--- src/rtl/regfile_wb_arbiter.sv ---
// Round-robin writeback arbiter in front of the register file write port.
// Define WB_FORWARD_EN to bypass the in-flight write onto the read ports.
module regfile_wb_arbiter #(
    parameter int XLEN = 32,
    parameter int AW   = 5
) (
    input  logic            clk,
    input  logic            rst_n,
    input  logic            req0_valid,
    output logic            req0_ready,
    input  logic [AW-1:0]   req0_rd,
    input  logic [XLEN-1:0] req0_data,
    input  logic            req1_valid,
    output logic            req1_ready,
    input  logic [AW-1:0]   req1_rd,
    input  logic [XLEN-1:0] req1_data,
    output logic            rf_reg_write,
    output logic [AW-1:0]   rf_rd,
    output logic [XLEN-1:0] rf_write_data,
    input  logic [AW-1:0]   rs1,
    input  logic [AW-1:0]   rs2,
    input  logic [XLEN-1:0] rf_read_data1,
    input  logic [XLEN-1:0] rf_read_data2,
    output logic [XLEN-1:0] fwd_read_data1,
    output logic [XLEN-1:0] fwd_read_data2,
    output logic            busy
);

    typedef struct packed {
        logic            full;
        logic [AW-1:0]   rd;
        logic [XLEN-1:0] data;
    } slot_t;

    slot_t slot0;
    slot_t slot1;
    logic  last_grant;
    logic  grant0;
    logic  grant1;
    logic  take0;
    logic  take1;

    // On contention the slot that did not win last time goes first.
    assign grant0 = slot0.full & (~slot1.full | last_grant);
    assign grant1 = slot1.full & (~slot0.full | ~last_grant);

    assign req0_ready = ~slot0.full | grant0;
    assign req1_ready = ~slot1.full | grant1;

    assign take0 = req0_valid & req0_ready;
    assign take1 = req1_valid & req1_ready;

    assign busy = slot0.full | slot1.full | rf_reg_write;

    // A transfer to x0 is accepted but leaves the slot empty.
    always_ff @(posedge clk or negedge rst_n) begin
        if (!rst_n) begin
            slot0 <= '0;
        end else if (take0) begin
            slot0.full <= |req0_rd;
            slot0.rd   <= req0_rd;
            slot0.data <= req0_data;
        end else if (grant0) begin
            slot0.full <= 1'b0;
        end
    end

    always_ff @(posedge clk or negedge rst_n) begin
        if (!rst_n) begin
            slot1 <= '0;
        end else if (take1) begin
            slot1.full <= |req1_rd;
            slot1.rd   <= req1_rd;
            slot1.data <= req1_data;
        end else if (grant1) begin
            slot1.full <= 1'b0;
        end
    end

    always_ff @(posedge clk or negedge rst_n) begin
        if (!rst_n) begin
            rf_reg_write  <= 1'b0;
            rf_rd         <= '0;
            rf_write_data <= '0;
            last_grant    <= 1'b1;
        end else if (grant0) begin
            rf_reg_write  <= 1'b1;
            rf_rd         <= slot0.rd;
            rf_write_data <= slot0.data;
            last_grant    <= 1'b0;
        end else if (grant1) begin
            rf_reg_write  <= 1'b1;
            rf_rd         <= slot1.rd;
            rf_write_data <= slot1.data;
            last_grant    <= 1'b1;
        end else begin
            rf_reg_write  <= 1'b0;
        end
    end

`ifdef WB_FORWARD_EN
    logic hit1;
    logic hit2;

    assign hit1 = rf_reg_write & (rs1 == rf_rd) & (|rs1);
    assign hit2 = rf_reg_write & (rs2 == rf_rd) & (|rs2);

    assign fwd_read_data1 = hit1 ? rf_write_data : rf_read_data1;
    assign fwd_read_data2 = hit2 ? rf_write_data : rf_read_data2;
`else
    logic unused_rs;

    assign unused_rs      = ^{rs1, rs2};
    assign fwd_read_data1 = rf_read_data1;
    assign fwd_read_data2 = rf_read_data2;
`endif

endmodule

--- config.mk ---
export PLATFORM = sky130hd
export DESIGN_NAME = regfile_wb_arbiter
export DESIGN_NICKNAME = d
export VERILOG_FILES = /design/src/rtl/regfile_wb_arbiter.sv
export SDC_FILE = /design/constraint.sdc
export NUM_CORES = 1
export LEC_CHECK = 0
export ABC_AREA = 1
export CAP_MARGIN = 0
export CORE_MARGIN = 5
export CORE_UTILIZATION = 42
export DETAILED_ROUTE_END_ITERATION = 8
export PLACE_DENSITY = 0.81
export SETUP_SLACK_MARGIN = 0.3
export SLEW_MARGIN = 20
export SYNTH_ARGS = -nofsm -noshare
export SYNTH_HDL_FRONTEND = slang
export SYNTH_SLANG_ARGS = --single-unit
--- constraint.sdc ---
create_clock -name clk -period 2.15 [get_ports clk]
set_input_delay 0.645 -clock clk [delete_from_list [all_inputs] [get_ports clk]]
set_output_delay 0.645 -clock clk [all_outputs]
set_load 0.1 [all_outputs]
## Yosys cells after proc, flatten, opt, wreduce, memory -nomap -nowiden

Cells that the tools add are included.

- Multiplexer cells: 12
- Bitwise gates (word level): 13
- Reduce and logical (&&, ||, !) cells: 5

Operators with widths:

| operator | number |
|---|---|
| 2-to-1 mux 32 bit | 2 |
| 2-to-1 mux 5 bit | 2 |
| OR reduction 5 bit | 2 |
| 2-to-1 mux 1 bit | 8 |
| OR 1 bit | 6 |
| nonzero test 2 bit | 3 |
| bitwise AND 1 bit | 4 |
| NOT 1 bit | 3 |

- Word-level logic and storage cells: 40
- Output and inout bits: 105
- Input port bits: 152
- Flip-flop bits (word level): 115

## Logic depth before layout (Yosys ltp)

Gate-level depths: netlist of run 1.

- Depth after elaboration: 6
- Gate-level depth with buffers: 7
- Depth with buffers taken out: 6

## Least setup slack after synthesis of run 1

Ideal clock, no wire load.

- Kind: register to output
- Start point: register rf_reg_write
- End point: output port busy
- Buffers on the path: 0
- Path slack: 0.033 ns
- Data required time: 1.505 ns
- Arrival: 1.472 ns
- Cell stages (with the launch flop): 2
- Path through: dfrtp_1 > or2_2

- Word-level cells in the longest chain between the ends: 1

RTL lines:

| what | line | RTL |
|---|---|---|
| from (decl) | 17 | `output logic rf_reg_write,` |
| from (signal assigned) | 82 | `rf_reg_write <= 1'b0;` |
| from (signal assigned) | 87 | `rf_reg_write <= 1'b1;` |
| from (signal assigned) | 92 | `rf_reg_write <= 1'b1;` |
| OR 1 bit | 53 | `assign busy = slot0.full \| slot1.full \| rf_reg_write;` |
| to (decl) | 26 | `output logic busy` |

Every way passes these cells.

## Worst setup path in the final report of run 1

- Start point: register slot1[37] (netlist bit)
- End point: output port busy

- Word-level cells in the longest chain between the ends: 2

RTL lines:

| what | line | RTL |
|---|---|---|
| from (decl) | 36 | `slot_t slot1;` |
| OR 1 bit (2 in series) | 53 |  |

Every way passes these cells.

==> impl_results.md, run 1 <==
- Internal power: about 6.7 mW
- Synthesized area divided by synthesized cell count: about 7.8 µm²
- Kind of path behind the tightest hold check: in -> async
- Sequential area share after synthesis: 0.509
- Clock net sink count: 115
- Cell variety after synth: 16
- Overall routing resource usage: 0.196
- Wire length of the first global-routing pass: around 25 mm
- Number of routed nets with antenna violations: 0
- N_diodes: 0
- Vias in the first global route: about 4.8k
- Critical-path top delay cell: sky130_fd_sc_hd__dfrtp_2
- Relative contribution of the clock network to total power: 0.236
- Number of top-level design ports: about 260
- Combined area of all synthesized cells: ~0.0057 mm²
- Proportion of total power due to net switching: 0.460
- Worst setup path end: busy
- Worst-path maximum fanout: 2
- Warnings, synthesis: 0
- Maximum VDD drop: approximately 0.0012 V
- Ordered cell list for the critical path: nor2_4 -> inv_2 -> or2_4 -> buf_12
- Maximum clock frequency: a little under 500 MHz
- Gate count after technology mapping: slightly above 700
- Total number of vias: roughly 4.7k
- Synthesis-to-finish area growth: 31.7%
- Setup repair after global routing missed its margin: true
- Worst hold slack across all endpoints: around 0.21 ns
- Critical Path RT: around 1.5 ns
- DRC violation total after the first TritonRoute iteration: about 330
- DP Wirelength: between 9 and 10 mm
- Initial antenna violation count: 0
- Largest net degree at the start of global routing: between 40 and 50
- Worst-case register-to-register setup slack: ~0.46 ns
- Post-route clock skew: around 0.0070 ns
- Count of TritonRoute iterations in the first routing pass: 5
- Capturing element type of the critical path: output pin
- Number of hold buffers added after cts: 0
- Net switching power: 5.73 mW
- Post-Route Setup TNS: 0 ns
- Total detailed-routing wirelength: roughly 15 mm
- Clk slew on worst S/H paths: around 0.05 ns
- Data arrival time at the worst-slack endpoint: approximately 1.4 ns
- Post-Synthesis Net Count: about 870
- # setup viols final: 0
- Final Hold Vio Count: 0
- Total leakage power: about 3.9 nW
- Startpoint of the lowest-slack register-to-register path: slot0[37]$_DFFE_PN0P_
- Net count, final: 928
- Share of cells above drive strength 1: 0.138
- Total of flip-flops plus latches after synthesis: approximately 120
- Filler cell count: ~1.2k
- Core box area: approximately 0.013 mm²
- Detailed-route DRC error count: 0
- Clock Latency Late Sink: 0.41 ns
- Die Footprint: 0.0159 mm²
- Vias/cell: 4.88
- Initial standard-cell utilization of the core: 0.427
- Design Power: approximately 12 mW
- Wire length per cell after detailed routing: ~15 µm
- Total of max-cap violations: 0
- Pins over their slew limit: 0
- Final weighted congestion in routability-driven placement: slightly below 0.8
- Type of origin of the critical path: flop
- TritonCTS clock tree: built
- Quantity of I/O buffers inserted on ports: ~120
- Vertical extent of the die: roughly 130 µm
- Max H-tree Level: 4
- Share of total power in sequential cells: 0.279
- Endpoint of the lowest-slack register-to-register path: slot1[27]$_DFFE_PN0P_
- GR Overflow Total: 0
- Result of the run: complete, no violations
- Areal power density over the cells: about 1700 mW/mm²
- Setup crit start: slot1[37]$_DFFE_PN0P_
- Share of total power in combinational logic: 0.486
- Combined area of the multi-input logic cells: 0.00182 mm²
- Buffers from clock root to sink, at most: 2
- Logic depth of the worst register-to-register path: 8
- Total clock buffers created by CTS: 17
- Delay of the slowest cell on the worst path: roughly 0.42 ns
- Minimum clock period after layout: a little over 2 ns
- Die X-Extent: 126 µm
- Share of the clock period used by the worst path: 0.948
- Area taken by flip-flops and latches: between 0.002 and 0.003 mm²
- Worst rel slew slack: 0.644
- Site Rows: 42
- Library cell used as clock root buffer: sky130_fd_sc_hd__clkbuf_16
- Setup Crit Path Kind: reg -> out
- Slew at the pin closest to its max-slew limit: approximately 0.53 ns
-- power groups by stage --
| stage | sequential (mW) | clock, mW | combinational, mW |
|---|---|---|---|
| after global placement | 3.46 | 0 | 5.93 |
| after detailed placement | 3.49 | 0 | 6.01 |
| after global routing | 3.56 | 3.08 | 6.41 |
| after CTS | 3.47 | 2.98 | 6.09 |
| final | 3.47 | 2.93 | 6.05 |
| after floorplan | 5.87 | 0 | 2.06 |
-- per-layer routing --
layer  share of wire  up-vias  global-route usage  routed length (µm)
li1                -     2272                   -                   -
met1            0.41     2237               0.232                6070
met2            0.50      178               0.336                7460
met3           0.072       25              0.0656                1070
met4           0.014        0              0.0669                 206
met5               0        -                   0                   0
-- area by class of cell --
class                      instances  area share
clock inverter                    11      0.0212
sequential                       115       0.387
inverter                          82      0.0413
tap                              176      0.0296
multi-input combinational        419       0.244
timing repair buffer             141       0.215
clock buffer                      21      0.0618
-- timing repair --
item	CTS	global route
hold endpoints to repair	0	0
endpoints found under the setup margin	3	19
gates resized for setup	3	3
setup buffers	6	0
-- kinds of logic (layout without fill, tap and decap cells) --
| logic type | after synthesis | in the layout | synth area share |
|---|---|---|---|
| AOI/OAI and AO/OA | 7 | 7 | 0.00619 |
| buffers and inverters | 188 | 255 | 0.176 |
| DFF | 115 | 115 | 0.509 |
| and+or+nand+nor | 412 | 412 | 0.309 |
-- synthesized netlist by cell type --
cell | n | area [µm²]
sky130_fd_sc_hd__nand2_2 | 1 | 6.26
sky130_fd_sc_hd__nor2_1 | 4 | 15.0
sky130_fd_sc_hd__inv_1 | 82 | 308
sky130_fd_sc_hd__buf_1 | 3 | 11.3
sky130_fd_sc_hd__nand3_1 | 142 | 711
sky130_fd_sc_hd__nand3_2 | 2 | 20.0
sky130_fd_sc_hd__buf_2 | 25 | 125
sky130_fd_sc_hd__buf_4 | 69 | 518
sky130_fd_sc_hd__dfrtp_1 | 114 | 2850
sky130_fd_sc_hd__or2_2 | 1 | 6.26
sky130_fd_sc_hd__clkbuf_1 | 9 | 33.8
sky130_fd_sc_hd__a21oi_1 | 1 | 5.00
sky130_fd_sc_hd__nand4_1 | 2 | 12.5
sky130_fd_sc_hd__nand2_1 | 260 | 976
sky130_fd_sc_hd__dfstp_2 | 1 | 26.3
sky130_fd_sc_hd__o21ai_0 | 6 | 30.0
-- through the flow --
step                      instance area [µm²]   util  worst slack (ns)  instances
after global placement                   6760  0.511             0.418        927
after CTS                                7440  0.562            0.0776        965
after floorplan                          5660      -             0.346        722
after global routing                     7450  0.563            0.0600        965
after detailed placement                 6760  0.511             0.401        927
final                                    7450  0.563             0.112        965
-- placed cells by master (no fill, tap or decap), drive strengths merged --
master and count:
nand4 2, nor2 4, dfrtp 114, nand2 261
buf 67, o21ai 6, dfstp 1, bufinv 4
a21oi 1, clkbuf 21, clkinv 6, or2 1
clkdlybuf4s50 74, clkinvlp 1, inv 82, nand3 144
-- worst min path at each step --
stage	start	end	slack, ns	cells after the start
3_3_place_gp	slot1[25]$_DFFE_PN0P_	slot1[25]$_DFFE_PN0P_	0.45	2
5_1_grt	rst_n	rf_rd[4]$_DFFE_PN0P_	0.24	1
3_5_place_dp	slot1[32]$_DFFE_PN0P_	slot1[32]$_DFFE_PN0P_	0.46	2
2_1_floorplan	rst_n	rf_rd[0]$_DFFE_PN0P_	0.35	0
6_report	rst_n	rf_rd[4]$_DFFE_PN0P_	0.21	1
4_1_cts	rst_n	rf_rd[4]$_DFFE_PN0P_	0.22	1
-- worst max-delay path: cells and delay by family (launching register included) --
kind,cells,cell delay [ns]
buf+inv,2,0.21
flops,1,0.42
simple gates,2,0.35
-- flip-flops by register name, summed over array words and instances, names as in the netlist --
signal and cells:
rf_rd 5, rf_reg_write 1, slot1 38, last_grant 1
slot0 38, rf_write_data 32
Power figures use the tool's default switching activity.
==> inputs of run 2 (changes only) <==
--- a/config.mk
+++ b/config.mk
@@ -7,10 +7,10 @@
 export LEC_CHECK = 0
 export ABC_AREA = 1
 export CAP_MARGIN = 0
-export CORE_MARGIN = 5
-export CORE_UTILIZATION = 42
+export CORE_UTILIZATION = 43
+export CTS_BUF_LIST = sky130_fd_sc_hd__clkbuf_8
 export DETAILED_ROUTE_END_ITERATION = 8
-export PLACE_DENSITY = 0.81
+export PLACE_DENSITY = 0.83
 export SETUP_SLACK_MARGIN = 0.3
 export SLEW_MARGIN = 20
 export SYNTH_ARGS = -nofsm -noshare
==> run 2 against run 1 <==
Clock-buffer cell count shrank 2; final cell count shrank 0.21%; power decreased by 6.8%; register-to-register slack barely moved; first-iteration DRC count is 3.3% higher; clock skew is essentially flat; non-clock buffer count up 4; setup slack worse by 0.067 ns; flip-flop and latch count stayed put; largest cell class unchanged; largest power group unchanged; highest routed layer unchanged.
==> impl_results.md, run 2 (synthesis gave the netlist of run 1 again) <==
- Result of the run: complete, no violations
- Total clock buffers created by CTS: 17
- Clock net sink count: ~120
- Buffers from clock root to sink, at most: 2
- Core box area: ~0.013 mm²
- Die Footprint: around 0.014 mm²
- Clock Latency Late Sink: about 0.42 ns
- Critical-path top delay cell: sky130_fd_sc_hd__dfrtp_2
- Setup Crit Path Kind: reg -> out
- Placement-stage cell area: 0.00684 mm²
- Worst rel slew slack: 0.655
- Slew at the pin closest to its max-slew limit: around 0.52 ns
- Number of hold buffers added after cts: 0
- Share of cells above drive strength 1: 0.144
- Die X-Extent: around 120 µm
- Non-filler cells, final: 963
- Startpoint of the lowest-slack register-to-register path: last_grant$_DFFE_PN1P_
- Wire length per cell after detailed routing: roughly 15 µm
- Max H-tree Level: 4
- Filler cell count: between 1k and 1.5k
- Net count, final: 932
- Wire length of the first global-routing pass: between 20 and 25 mm
- Count of TritonRoute iterations in the first routing pass: 5
- Pins over their slew limit: 0
- Critical Path RT: roughly 1.5 ns
- Total detailed-routing wirelength: approximately 14 mm
- Overall routing resource usage: 0.220
- Final weighted congestion in routability-driven placement: between 0.7 and 0.8
- Number of routed nets with antenna violations: 0
- Largest net degree at the start of global routing: 39
- Most common cell after layout, fill and taps aside: sky130_fd_sc_hd__nand2_1
- Post-Route Setup TNS: 0 ns
- Vias in the first global route: roughly 4.5k
- Total number of vias: about 4.7k
- Data arrival time at the worst-slack endpoint: 1.46 ns
- Minimum clock period after layout: 2.10 ns
- Vertical extent of the die: around 120 µm
- Clk slew on worst S/H paths: around 0.07 ns
- Initial standard-cell utilization of the core: 0.445
- Delay of the slowest cell on the worst path: roughly 0.45 ns
- DP Wirelength: 9.40 mm
- Buffers plus inverters on the worst setup path: 2
- Top delay family on crit path: flip-flops
- Post-route clock skew: ~0.0067 ns
- Kind of path behind the tightest hold check: in -> async
- Vias/cell: 4.87
- N_diodes: 0
- Setup crit start: slot0[37]$_DFFE_PN0P_
- Ordered cell list for the critical path: nor2_4 -> inv_4 -> or2_4 -> buf_12
- GR Overflow Total: 0
- DRC violation total after the first TritonRoute iteration: between 300 and 400
- Capturing element type of the critical path: output pin
- Library cell used as clock root buffer: sky130_fd_sc_hd__clkbuf_8
- Total of max-cap violations: 0
- Total leakage power: slightly below 4 nW
- Initial antenna violation count: 0
- Synthesis-to-finish area growth: 29.0%
- Worst slack at placement: around 0.35 ns
- Final Hold Vio Count: 0
- Areal power density over the cells: about 1600 mW/mm²
- Site Rows: 41
- Share of the clock period used by the worst path: 0.979
- Maximum VDD drop: around 0.0015 V
- Quantity of I/O buffers inserted on ports: between 100 and 150
- Post-Place Cells: roughly 930
- Number of top-level design ports: about 260
- Setup repair after global routing missed its margin: true
- Regs by FF count: slot0 x38, slot1 x38, rf_write_data x32
- Maximum clock frequency: 475 MHz
- TritonCTS clock tree: built
- Detailed-route DRC error count: 0
- Type of origin of the critical path: flop
- Highest-count cells in the layout ignoring fill and taps: sky130_fd_sc_hd__nand2_1, sky130_fd_sc_hd__nand3_1, sky130_fd_sc_hd__dfrtp_1, sky130_fd_sc_hd__inv_1, sky130_fd_sc_hd__clkdlybuf4s50_1
- Post-layout worst setup margin: between 0.04 and 0.05 ns
- Finished layout cell area: roughly 0.0073 mm²
- Worst-path maximum fanout: 4
- # setup viols final: 0
run 2: stage by stage:
| step | hold WS, ns | power, mW | utilization |
|---|---|---|---|
| 2_1_floorplan | 0.349 | 7.93 | - |
| 6_report | 0.195 | 11.6 | 0.573 |
| 5_1_grt | 0.208 | 12.2 | 0.573 |
| 4_1_cts | 0.178 | 11.6 | 0.571 |
| 3_3_place_gp | 0.453 | 9.43 | 0.537 |
| 3_5_place_dp | 0.458 | 9.54 | 0.537 |
run 2: per-layer routing:
metal | part of all wire | vias up | track usage
li1 | - | 2268 | -
met1 | 0.44 | 2233 | 0.279
met2 | 0.48 | 163 | 0.362
met3 | 0.062 | 25 | 0.0540
met4 | 0.017 | 0 | 0.0869
met5 | 0 | - | 0
run 2: final timing paths:
check                                                    end  slack (ns)  cells past startpoint
worst max-delay path                                    busy        0.05                      4
worst min-delay path                    slot0[6]$_DFFE_PN0P_        0.20                      1
worst max register to register  rf_write_data[9]$_DFFE_PN0P_        0.45                      7
worst min register to register         slot0[19]$_DFFE_PN0P_        0.47                      2
max in group asynchronous             rf_reg_write$_DFF_PN0_        1.38                      2
min in group clk                       slot0[19]$_DFFE_PN0P_        0.47                      2
run 2: area by class of cell:
type	count	area (µm²)	share of cell area
clock inverters	11	138	0.0189
clock buffers	19	262	0.0358
inverters	82	310	0.0425
multi-input cells	419	1810	0.249
flip-flops and latches	115	2880	0.395
repair buffers	145	1670	0.229
well taps	172	215	0.0295
run 2: repair_timing:
item,4_1_cts,5_1_grt
cloned,0,0
setup endpoints to repair,3,3
gates resized for setup,4,3
buffers inserted,2,3
pin swaps,0,1
run 2: power breakdown:
group,internal (mW),total [mW],switching [mW],leakage [nW]
sequential,2.90,3.48,0.584,1.39
clock,1.18,2.04,0.855,0.204
combinational,1.89,6.08,4.19,2.26
==> inputs of run 3 (changes only) <==
--- a/config.mk
+++ b/config.mk
@@ -5,12 +5,13 @@
 export SDC_FILE = /design/constraint.sdc
 export NUM_CORES = 1
 export LEC_CHECK = 0
-export ABC_AREA = 1
+export ABC_AREA = 0
 export CAP_MARGIN = 0
-export CORE_UTILIZATION = 43
+export CORE_UTILIZATION = 42
 export CTS_BUF_LIST = sky130_fd_sc_hd__clkbuf_8
+export CTS_CLUSTER_DIAMETER = 40
 export DETAILED_ROUTE_END_ITERATION = 8
-export PLACE_DENSITY = 0.83
+export PLACE_DENSITY = 0.82
 export SETUP_SLACK_MARGIN = 0.3
 export SLEW_MARGIN = 20
 export SYNTH_ARGS = -nofsm -noshare
==> run 3 against run 2 <==
Non-clock buffer count down 11; hold slack got worse by 0.041 ns; power decreased by 1.9%; combinational power is 5.6% lower; global-route usage down 2.3 points; final cell count decreased by 28%; synthesized area fell by 4.6%; critical path type unchanged; largest cell class unchanged; largest power group unchanged.
==> impl_results.md, run 3 <==
- Design Power: approximately 11 mW
- Total of flip-flops plus latches after synthesis: roughly 120
- Buffers from clock root to sink, at most: 2
- Wire length per cell after detailed routing: about 18 µm
- Core box area: 0.0126 mm²
- Type of origin of the critical path: flop
- # setup viols final: 0
- Number of cells upsized or downsized after cts: 0
- Total clock buffers created by CTS: 17
- Maximum clock frequency: about 480 MHz
- Post-route clock skew: 0.0161 ns
- Number of synthesized flops with an enable pin: 0
- Vertical extent of the die: 115 µm
- Capturing element type of the critical path: output pin
- Regs by FF count: slot0 x38, slot1 x38, rf_write_data x32
- TritonCTS clock tree: built
- Sequential area share after synthesis: 0.534
- Warnings, synthesis: 0
- Final Core Density: 0.547
- Kind of path behind the tightest hold check: in -> async
- Filler cell count: between 1k and 1.5k
- Vias/cell: 5.21
- Number of routed nets with antenna violations: 0
- Vias in the first global route: around 3.7k
- Most common cell after layout, fill and taps aside: sky130_fd_sc_hd__dfrtp_1
- Share of cells above drive strength 1: 0.320
- Post-layout worst setup margin: 0.0636 ns
- Gate count after technology mapping: 440
- Cell variety after synth: 20
- Setup Crit Path Kind: reg -> out
- Result of the run: complete, no violations
- Total leakage power: around 3 nW
- Quantity of I/O buffers inserted on ports: approximately 120
- Pins over their slew limit: 0
- Most numerous cell types in the synthesized netlist: sky130_fd_sc_hd__dfrtp_1, sky130_fd_sc_hd__nor2_1, sky130_fd_sc_hd__buf_4
- Share of the clock period used by the worst path: 0.970
- Detailed-route DRC error count: 0
- Synthesis-to-finish area growth: 27.6%
- Worst-path maximum fanout: 4
- Area share of the leading cell type in the synthesized netlist: 0.529
- Final weighted congestion in routability-driven placement: about 0.76
- Count of TritonRoute iterations in the first routing pass: 4
- Die X-Extent: around 120 µm
- Wire length of the first global-routing pass: between 15 and 20 mm
- DRC violation total after the first TritonRoute iteration: between 150 and 200
- Most used flip-flop cell after synthesis: sky130_fd_sc_hd__dfrtp_1
- Overall routing resource usage: 0.197
- Library cell used as clock root buffer: sky130_fd_sc_hd__clkbuf_8
- Clock net sink count: between 100 and 150
- Data arrival time at the worst-slack endpoint: ~1.4 ns
- Highest-count cells in the layout ignoring fill and taps: sky130_fd_sc_hd__dfrtp_1, sky130_fd_sc_hd__clkdlybuf4s50_1, sky130_fd_sc_hd__nor2_1, sky130_fd_sc_hd__mux2_2, sky130_fd_sc_hd__mux2_1
- Total of max-cap violations: 0
- Initial antenna violation count: 0
- Initial standard-cell utilization of the core: 0.429
- Clock Latency Late Sink: roughly 0.44 ns
- Largest net degree at the start of global routing: 52
- Slew at the pin closest to its max-slew limit: roughly 0.48 ns
- Max H-tree Level: 4
- Post-Route Setup TNS: 0 ns
- Site Rows: about 40
- Worst slack at placement: approximately 0.14 ns
- GR Overflow Total: 0
- Final Hold Vio Count: 0
- Minimum clock period after layout: 2.09 ns
- Areal power density over the cells: between 1500 and 2000 mW/mm²
- Combined area of all synthesized cells: roughly 0.0054 mm²
- DP Wirelength: about 8.5 mm
- Fraction of registers with async set or reset after synthesis: 1.00
- Critical Path RT: 1.50 ns
- Top area cells in the synthesized netlist: sky130_fd_sc_hd__dfrtp_1, sky130_fd_sc_hd__mux2_2, sky130_fd_sc_hd__buf_4
- N_diodes: 0
- Clk slew on worst S/H paths: around 0.070 ns
- Maximum VDD drop: between 0.0009 and 0.001 V
- Total detailed-routing wirelength: 12.4 mm
- Worst rel slew slack: 0.681
- Number of top-level design ports: ~260
- Post-Synthesis Net Count: 592
- Most instantiated library cell after synthesis: sky130_fd_sc_hd__dfrtp_1
- Net count, final: ~660
- Cell taking the most area after synthesis: sky130_fd_sc_hd__dfrtp_1
- Logic depth of the worst register-to-register path: 5
- Setup repair after global routing missed its margin: true
- Synthesized area divided by synthesized cell count: approximately 12 µm²
- Die Footprint: 0.0133 mm²
- Total number of vias: between 3k and 4k
-- run 3: cell types whose count changed after synthesis, sizes merged, moves of 5 or more --
| cell | previous run | this run |
|---|---|---|
| nand2 | 261 | 5 |
| nand3 | 144 | 1 |
| mux2 | 0 | 111 |
| inv | 82 | 0 |
| nor2 | 4 | 74 |
| o22ai | 0 | 37 |
| buf | 97 | 84 |
| clkbuf | 9 | 4 |
-- run 3: worst paths after layout --
check / startpoint / endpoint / slack, ns
setup / recovery: slot0[37]$_DFFE_PN0P_ / busy / 0.06
hold / removal: rst_n / slot0[36]$_DFFE_PN0P_ / 0.15
min in group clk: slot1[7]$_DFFE_PN0P_ / slot1[7]$_DFFE_PN0P_ / 0.49
hold reg to reg: slot1[7]$_DFFE_PN0P_ / slot1[7]$_DFFE_PN0P_ / 0.49
max in group asynchronous: rst_n / rf_write_data[4]$_DFFE_PN0P_ / 1.33
setup reg to reg: slot0[37]$_DFFE_PN0P_ / slot0[14]$_DFFE_PN0P_ / 0.49
-- run 3: critical path: stages (launching register included) --
cell                      delay (ns)
sky130_fd_sc_hd__dfrtp_2        0.43
sky130_fd_sc_hd__or3_4          0.40
sky130_fd_sc_hd__buf_12         0.18
-- run 3: cells by family (layout without fill, tap and decap cells) --
| kind of cell | Yosys count | after routing | share of synthesized area |
|---|---|---|---|
| flops | 115 | 115 | 0.534 |
| mux | 111 | 111 | 0.232 |
| buf+inv | 88 | 166 | 0.120 |
| simple gates | 85 | 85 | 0.0668 |
| compound gates | 41 | 41 | 0.0480 |
-- run 3: repair_timing --
action | CTS | global route
hold buffers | 0 | 0
buffers inserted | 1 | 0
pin swaps | 0 | 0
setup endpoints to repair | 3 | 3
-- run 3: area by class of cell --
| cell class | instances | area (µm²) | share of cell area |
|---|---|---|---|
| repair buffers | 134 | 1450 | 0.210 |
| flip-flops and latches | 115 | 2880 | 0.419 |
| clock buffers | 21 | 289 | 0.0420 |
| multi-input cells | 237 | 1890 | 0.275 |
| clock inverters | 11 | 158 | 0.0229 |
| well taps | 172 | 215 | 0.0313 |
-- run 3: power breakdown --
| group | total, mW | switching (mW) | internal (mW) |
|---|---|---|---|
| combinational | 5.74 | 3.90 | 1.84 |
| clock | 2.22 | 0.845 | 1.37 |
| sequential | 3.42 | 0.512 | 2.91 |
| total | 11.4 | 5.26 | 6.12 |
-- run 3: per-stage QoR --
step	hold WS, ns	cells	instance area (µm²)
after floorplan	0.349	440	5420
after global placement	0.475	657	6430
after detailed placement	0.481	657	6430
after CTS	0.146	690	6880
after global routing	0.166	690	6880
final	0.154	690	6880
-- run 3: layer usage --
layer  global-route usage  wire length, µm
met5                    0                0
met4                0.126              507
met3               0.0633              748
met2                0.322             6210
met1                0.223             4960
